[config.mk]
export PLATFORM = sky130hd
export DESIGN_NAME = lut_perm_enumerate
export DESIGN_NICKNAME = d
export VERILOG_FILES = /design/src/rtl/lut_perm_pkg.sv /design/src/rtl/lut_perm_rank_comb.sv /design/src/rtl/lut_perm_enumerate.sv
export SDC_FILE = /design/constraint.sdc
export NUM_CORES = 1
export LEC_CHECK = 0
export BUFFER_PORTS_ARGS = -buffer_cell sky130_fd_sc_hd__buf_2
export CAP_MARGIN = 20
export CELL_PAD_IN_SITES_DETAIL_PLACEMENT = 1
export CELL_PAD_IN_SITES_GLOBAL_PLACEMENT = 1
export CORE_ASPECT_RATIO = 1.2
export CORE_MARGIN = 2
export CORE_UTILIZATION = 45
export DETAILED_ROUTE_END_ITERATION = 10
export GPL_ROUTABILITY_DRIVEN = 0
export PLACE_DENSITY = 0.9
export SLEW_MARGIN = 20
export SYNTH_ARGS = -nofsm -noshare
export SYNTH_HDL_FRONTEND = slang
export SYNTH_SLANG_ARGS = --single-unit
[constraint.sdc]
create_clock -name clk -period 0.8 [get_ports clk]
set_input_delay 0.04 -clock clk [delete_from_list [all_inputs] [get_ports clk]]
set_output_delay 0.04 -clock clk [all_outputs]
set_load 0.02 [all_outputs]
[src/rtl/lut_perm_pkg.sv]
// Shared elaboration-time helpers for the LUT pin-permutation ranking block.
// Rev 1.0: factorial/log helpers, field and rank width derivations, weight table.
`default_nettype none

package lut_perm_pkg;

  localparam int MAX_K = 8;

  function automatic int clog2(input int x);
    int r;
    r = 0;
    for (int i = 0; i < 31; i++) begin
      if ((1 << i) < x) r = i + 1;
    end
    return r;
  endfunction

  function automatic int fact(input int n);
    int f;
    f = 1;
    for (int i = 2; i <= n; i++) f = f * i;
    return f;
  endfunction

  function automatic int perm_w(input int n, input int m);
    return clog2(n + m);
  endfunction

  function automatic int enum_w(input int k);
    return clog2(fact(k));
  endfunction

  // Entry j holds j! in bits [32*j +: 32].
  function automatic logic [MAX_K*32-1:0] fact_table();
    logic [MAX_K*32-1:0] t;
    t = '0;
    for (int j = 0; j < MAX_K; j++) t[32*j +: 32] = 32'(fact(j));
    return t;
  endfunction

endpackage

`default_nettype wire

[src/rtl/lut_perm_rank_comb.sv]
// Combinational Lehmer-style rank of a packed pin permutation.
// Rev 1.0: optional legality flag under ENUMERATE_CHECK_EN.
`default_nettype none

module lut_perm_rank_comb
  import lut_perm_pkg::*;
#(
  parameter int  CLB_N  = 10,
  parameter int  CLB_M  = 6,
  parameter int  CLB_K  = 6,
  localparam int PERM_W = perm_w(CLB_N, CLB_M),
  localparam int ENUM_W = enum_w(CLB_K)
) (
  input  logic [PERM_W*CLB_K-1:0] prm,
`ifdef ENUMERATE_CHECK_EN
  output logic                    perm_err,
`endif
  output logic [ENUM_W-1:0]       enm
);

  localparam logic [MAX_K*32-1:0] W_TAB = fact_table();

  logic [PERM_W-1:0] fld [CLB_K];

  for (genvar g = 0; g < CLB_K; g++) begin : g_unpack
    assign fld[g] = prm[PERM_W*(g+1)-1 -: PERM_W];
  end

  // d_j counts lower-numbered fields smaller than field j; weight is j!.
  always_comb begin
    int d;
    enm = '0;
    for (int j = 1; j < CLB_K; j++) begin
      d = 0;
      for (int i = 0; i < j; i++) begin
        if (fld[i] < fld[j]) d = d + 1;
      end
      enm = enm + ENUM_W'(d * int'(W_TAB[32*j +: 32]));
    end
  end

`ifdef ENUMERATE_CHECK_EN
  always_comb begin
    perm_err = 1'b0;
    for (int i = 0; i < CLB_K; i++) begin
      if (int'(fld[i]) >= CLB_K) perm_err = 1'b1;
      for (int j = i + 1; j < CLB_K; j++) begin
        if (fld[i] == fld[j]) perm_err = 1'b1;
      end
    end
  end
`endif

endmodule

`default_nettype wire

[src/rtl/lut_perm_enumerate.sv]
// Registers the lexicographic rank of a LUT pin permutation (1-cycle latency).
// Rev 1.0: optional perm_err output under ENUMERATE_CHECK_EN.
`default_nettype none

module lut_perm_enumerate
  import lut_perm_pkg::*;
#(
  parameter int  CLB_N  = 10,
  parameter int  CLB_M  = 6,
  parameter int  CLB_K  = 6,
  localparam int PERM_W = perm_w(CLB_N, CLB_M),
  localparam int ENUM_W = enum_w(CLB_K)
) (
  input  logic                    clk,
  input  logic                    rst_n,
  input  logic                    in_valid,
  input  logic [PERM_W*CLB_K-1:0] prm,
`ifdef ENUMERATE_CHECK_EN
  output logic                    perm_err,
`endif
  output logic                    out_valid,
  output logic [ENUM_W-1:0]       enm
);

  logic [ENUM_W-1:0] rank;
  logic [ENUM_W-1:0] enm_d, enm_q;
  logic              out_valid_d, out_valid_q;

`ifdef ENUMERATE_CHECK_EN
  logic err;
  logic perm_err_d, perm_err_q;
`endif

  lut_perm_rank_comb #(
    .CLB_N (CLB_N),
    .CLB_M (CLB_M),
    .CLB_K (CLB_K)
  ) u_rank (
    .prm      (prm),
`ifdef ENUMERATE_CHECK_EN
    .perm_err (err),
`endif
    .enm      (rank)
  );

  // Result holds across idle cycles; only the strobe drops.
  always_comb begin
    enm_d       = in_valid ? rank : enm_q;
    out_valid_d = in_valid;
`ifdef ENUMERATE_CHECK_EN
    perm_err_d  = in_valid ? err : perm_err_q;
`endif
  end

  always_ff @(posedge clk or negedge rst_n) begin
    if (!rst_n) begin
      enm_q       <= '0;
      out_valid_q <= 1'b0;
`ifdef ENUMERATE_CHECK_EN
      perm_err_q  <= 1'b0;
`endif
    end else begin
      enm_q       <= enm_d;
      out_valid_q <= out_valid_d;
`ifdef ENUMERATE_CHECK_EN
      perm_err_q  <= perm_err_d;
`endif
    end
  end

  assign enm       = enm_q;
  assign out_valid = out_valid_q;
`ifdef ENUMERATE_CHECK_EN
  assign perm_err  = perm_err_q;
`endif

endmodule

`default_nettype wire

==> results of run 1 <==
==> synth_stat cells <==
| library cell | instances |
|---|---|
| nand2b_1 | 8 |
| buf_1 | 1 |
| or2b_1 | 2 |
| and3b_1 | 1 |
| a31oi_1 | 2 |
| o21ai_0 | 6 |
| nand3b_1 | 1 |
| inv_1 | 50 |
| a31oi_4 | 1 |
| or2_1 | 1 |
| and3_1 | 2 |
| or3_4 | 1 |
| nand3_1 | 1 |
| nand2b_4 | 1 |
| fa_1 | 11 |
| nor2_2 | 1 |
| nor3_1 | 7 |
| nor2_1 | 7 |
| a21oi_1 | 20 |
| clkbuf_1 | 2 |
| dfrtp_1 | 11 |
| a211o_1 | 2 |
| o2111ai_1 | 1 |
| conb_1 | 2 |
| or2_2 | 2 |
| xor2_1 | 9 |
| or3_1 | 1 |
| nand4_1 | 1 |
| o41ai_1 | 1 |
| xnor2_1 | 15 |
| a21o_2 | 1 |
| or2_0 | 1 |
| mux2i_1 | 4 |
| o21ai_1 | 2 |
| a2111oi_4 | 1 |
| mux2_2 | 11 |
| nand2_1 | 4 |
| a21o_1 | 30 |
| ha_1 | 87 |
| and2_1 | 2 |
==> metrics by stage <==
step / TNS, ps / setup slack, ps
3_3_place_gp: -31130 / -4620
4_1_cts: -29810 / -4550
3_5_place_dp: -33500 / -5020
2_1_floorplan: -26770 / -4180
==> cells by family after synthesis <==
logic type / after synthesis / share of synthesized area
AO/OA/AOI/OAI: 67 / 0.163
XOR/XNOR: 24 / 0.0727
adder cells (fa/ha/maj): 98 / 0.453
buffers and inverters: 53 / 0.0688
flip-flops: 11 / 0.0952
multiplexers: 15 / 0.0567
other: 2 / 0.00260
AND/OR/NAND/NOR: 44 / 0.0887
==> timing repair <==
item,CTS
setup endpoints to repair,21
gates cloned,0
hold endpoints to repair,11
hold buffers,1
pin swaps,27
gates resized for setup,69
buffers inserted,11
==> run summary, run 1 <==
Status - stopped before the end
Exit stage - global routing
Error msg - [ERROR DPL-0033] detailed placement checks failed during check placement.
Seq cells post-synth - 11
Post-synthesis cell type count - 40
Top cell type's share of synthesized area - 0.376
CTS Buf Count - 3
Placement Cell Area - 4000 um2
Synth Cell Area - 2890 um2
CTS sink count - 11
DIE WIDTH - 77.2 um
Yosys top cell by area - ha_1
Ys Warns - 0
Io pins - 38
Site row count - 32
CTS max path bufs - 2
Clk root buf - clkbuf_8
Initial Utilization - 0.457
Seq/Total Area, Yosys - 0.0952
Placed cells - 506
Worst ep type - register data pin
Syn_area_per_cell - 9.21 um2
Post-GRT worst EP - enm[9]$_DFFE_PN0P_/D
Largest net degree at the start of global routing - 14
Die height - 91.8 um
Syn Inst Count - 314
Hpwl dp - 8400 um
IO buf count - 37
Antenna violations before repair - 0
CTS H-tree depth - 1
Synth top area cells - ha_1 (38%), dfrtp_1 (9.5%), a21o_1 (7.8%), fa_1 (7.6%), inv_1 (6.5%)
==> run 2, diff against run 1 <==
CELL_PAD_IN_SITES_DETAIL_PLACEMENT = not set   (was 1)
CELL_PAD_IN_SITES_GLOBAL_PLACEMENT = not set   (was 1)
CORE_ASPECT_RATIO = not set   (was 1.2)
CORE_UTILIZATION = 30   (was 45)
PLACE_DENSITY = not set   (was 0.9)
PLACE_DENSITY_LB_ADDON = 0.15   (was not set)
==> run 2 against run 1 <==
Synthesized cell count did not move. Area after synthesis did not move. The flow now finishes, with violations (setup timing).
==> run summary, run 2 <==
Status - complete, but fails checks
Failing checks - setup timing
Antenna violations before repair - 0
Final setup vio count - 17
Post-synthesis mux area share - 0.0567 (unchanged)
Commonest cells after routing, fill and taps aside - buf_4 (63), ha_1 (55), buf_6 (35)
Crit Path Category - in2reg
Post-synth EDFFs - 0 (unchanged)
Clk root buf - clkbuf_8
Die ar. - 10,400 um2
R2R Setup Slk - 10 ps
Crit path max fanout - 4
Synth Area in Adders - 0.453 (unchanged)
Post-synthesis cell type count - 40 (unchanged)
Share of layout cells above drive strength 1 - 0.520
Hold crit path type - in2reg
Pins Over Slew Limit - 0
Skew final - 0 ps
Hold path startpoint - in_valid
Initial DRC count - 31
Placement Cell Area - 4030 um2 (+0.81%)
Final worst path period need - 5170 ps
Hold Slack - 95.4 ps
CP arrival - 5290 ps
First-pass GRT wire length - 12,400 um
Drt total wl - 7280 um
Slowest stage delay, CP - 600 ps
Clock slew at reported path FFs - 50 ps
Cell mode on critical path - ha_4
CTS Buf Count - 3 (unchanged)
Tcrit/Tclk final - 6.46
Xor/xnor share of the synthesized area - 0.0727 (unchanged)
Final hold viol count - 0
Largest family of logic cells by synthesized area - adder cells
Most numerous cell in the Yosys netlist - ha_1
Post-route setup slack - -4370 ps
Ant. Diodes - 0
Fillcell total - 850
Top cell type's share of synthesized area - 0.376 (unchanged)
Fin util - 0.519
Yosys top cell by area - ha_1
Seq/Total Area, Yosys - 0.0952 (unchanged)
Fmax - 193 MHz
Via count - 2,553
Synth top area cells - ha_1 (38%), dfrtp_1 (9.5%), a21o_1 (7.8%), fa_1 (7.6%), inv_1 (6.5%)
Drt first pass iters - 4
Most common cell after layout, fill and taps aside - buf_4
Hold endpoint - out_valid
IO buf count - 37 (unchanged)
DRC viols - 0
Unrepaired setup endpoints after global routing - yes
Max_cap viols - 0
CTS tree - yes
Core area - 9280 um2
Vias/cell - 4.49
DIE WIDTH - 102 um (+32%)
Worst R2R Start - enm[6]
DR WL/cell - 12.8 um
Fin area - 4820 um2
Largest net degree at the start of global routing - 13
Area grow syn2layout - 66.7%
Die height - 102 um (+11%)
CTS sink count - 11 (unchanged)
Post-synth ARST share - 1.00 (unchanged)
Ys Warns - 0 (unchanged)
Worst path slowest cell - fa_2
CP Launch Type - input pin
Hpwl dp - 6090 um (-27%)
CTS H-tree depth - 1 (unchanged)
Vias in the first global route - 2,711
Pre-CTS setup slack - -4800 ps (+215 ps)
Cells on Worst Hold Path - 1
Number of flip-flops in the largest register - 10
Site row count - 35 (+9.4%)
Reg2reg end - enm[6]
WP data required - 920 ps
GRT Util Overall - 0.146
Clk Latency, worst-skew pair - 240 ps
Nets - 566
Initial Utilization - 0.311 (-0.146)
Syn Inst Count - 314 (unchanged)
Synth Cell Area - 2890 um2 (unchanged)
Syn_area_per_cell - 9.21 um2 (unchanged)
Post-synthesis compound-gate area fraction - 0.163 (unchanged)
Final antenna-violating net count - 0
Post-Synth Simple-Gate Area - 0.0887 (unchanged)
Ys flop type - dfrtp_1
R2R depth - 1
Total gr overflow - 0
Worst setup EP type - flip-flop
Most frequent cells after synthesis - ha_1 (87), inv_1 (50), a21o_1 (30)
Io pins - 38 (unchanged)
Seq cells post-synth - 11 (unchanged)
CTS max path bufs - 2 (unchanged)
run 2: per-layer routing:
metal  up-vias  wire, um  global-route usage
met3         9       138             0.00410
met2        43      3710               0.272
met1      1176      3340               0.189
met5         -         0                   0
met4         0        92              0.0308
li1       1325         -                   -
run 2: cells by family (layout without fill, tap and decap cells):
| group | count (synthesis) | count (layout) |
|---|---|---|
| compound gates | 67 | 67 |
| xor+xnor | 24 | 24 |
| fa+ha+maj | 98 | 98 |
| buf+inv | 53 | 176 |
| flops | 11 | 11 |
| mux | 15 | 15 |
| other cells | 2 | 5 |
| simple gates | 44 | 44 |
run 2: layout make-up:
class                      instances  area (um2)  area share
timing repair buffer             122        1020       0.212
clock inverter                     1        5.00     0.00104
multi-input combinational        253        3100       0.644
sequential                        11         275      0.0571
clock buffer                       3        41.3     0.00857
inverter                          50         213      0.0441
tap                              129         161      0.0335
run 2: how the worst max path moves through the flow:
stage | start | endpoint | slack (ps)
2_1_floorplan | prm[22] | enm[9] | -4180
3_3_place_gp | prm[22] | enm[9] | -4730
3_5_place_dp | prm[22] | enm[9] | -4800
4_1_cts | prm[22] | enm[9] | -4430
5_1_grt | prm[22] | enm[9] | -4670
6_report | prm[22] | enm[9] | -4370
run 2: repair_timing:
action,in CTS,in global routing
endpoints found under the setup margin,20,21
hold endpoints to repair,11,0
setup buffers,15,10
pin swaps,46,47
resized for setup,88,46
hold buffers,1,0
run 2: metrics by stage:
| step | setup TNS, ps | instances |
|---|---|---|
| after floorplan | -26770 | 317 |
| after global placement | -31820 | 547 |
| after detailed placement | -32230 | 547 |
| after CTS | -29540 | 564 |
| after global routing | -31150 | 569 |
| final | -29310 | 569 |
run 2: critical path: cells and delay by family:
family,cells,cell delay (ps)
buf+inv,6,420
simple gates,1,210
compound gates,7,910
fa+ha+maj,9,2680
xor+xnor,5,790
mux,2,250
Power of run 2 is not shown: default switching activity piles up to over one toggle a cycle in this logic, so the estimate is an artifact.
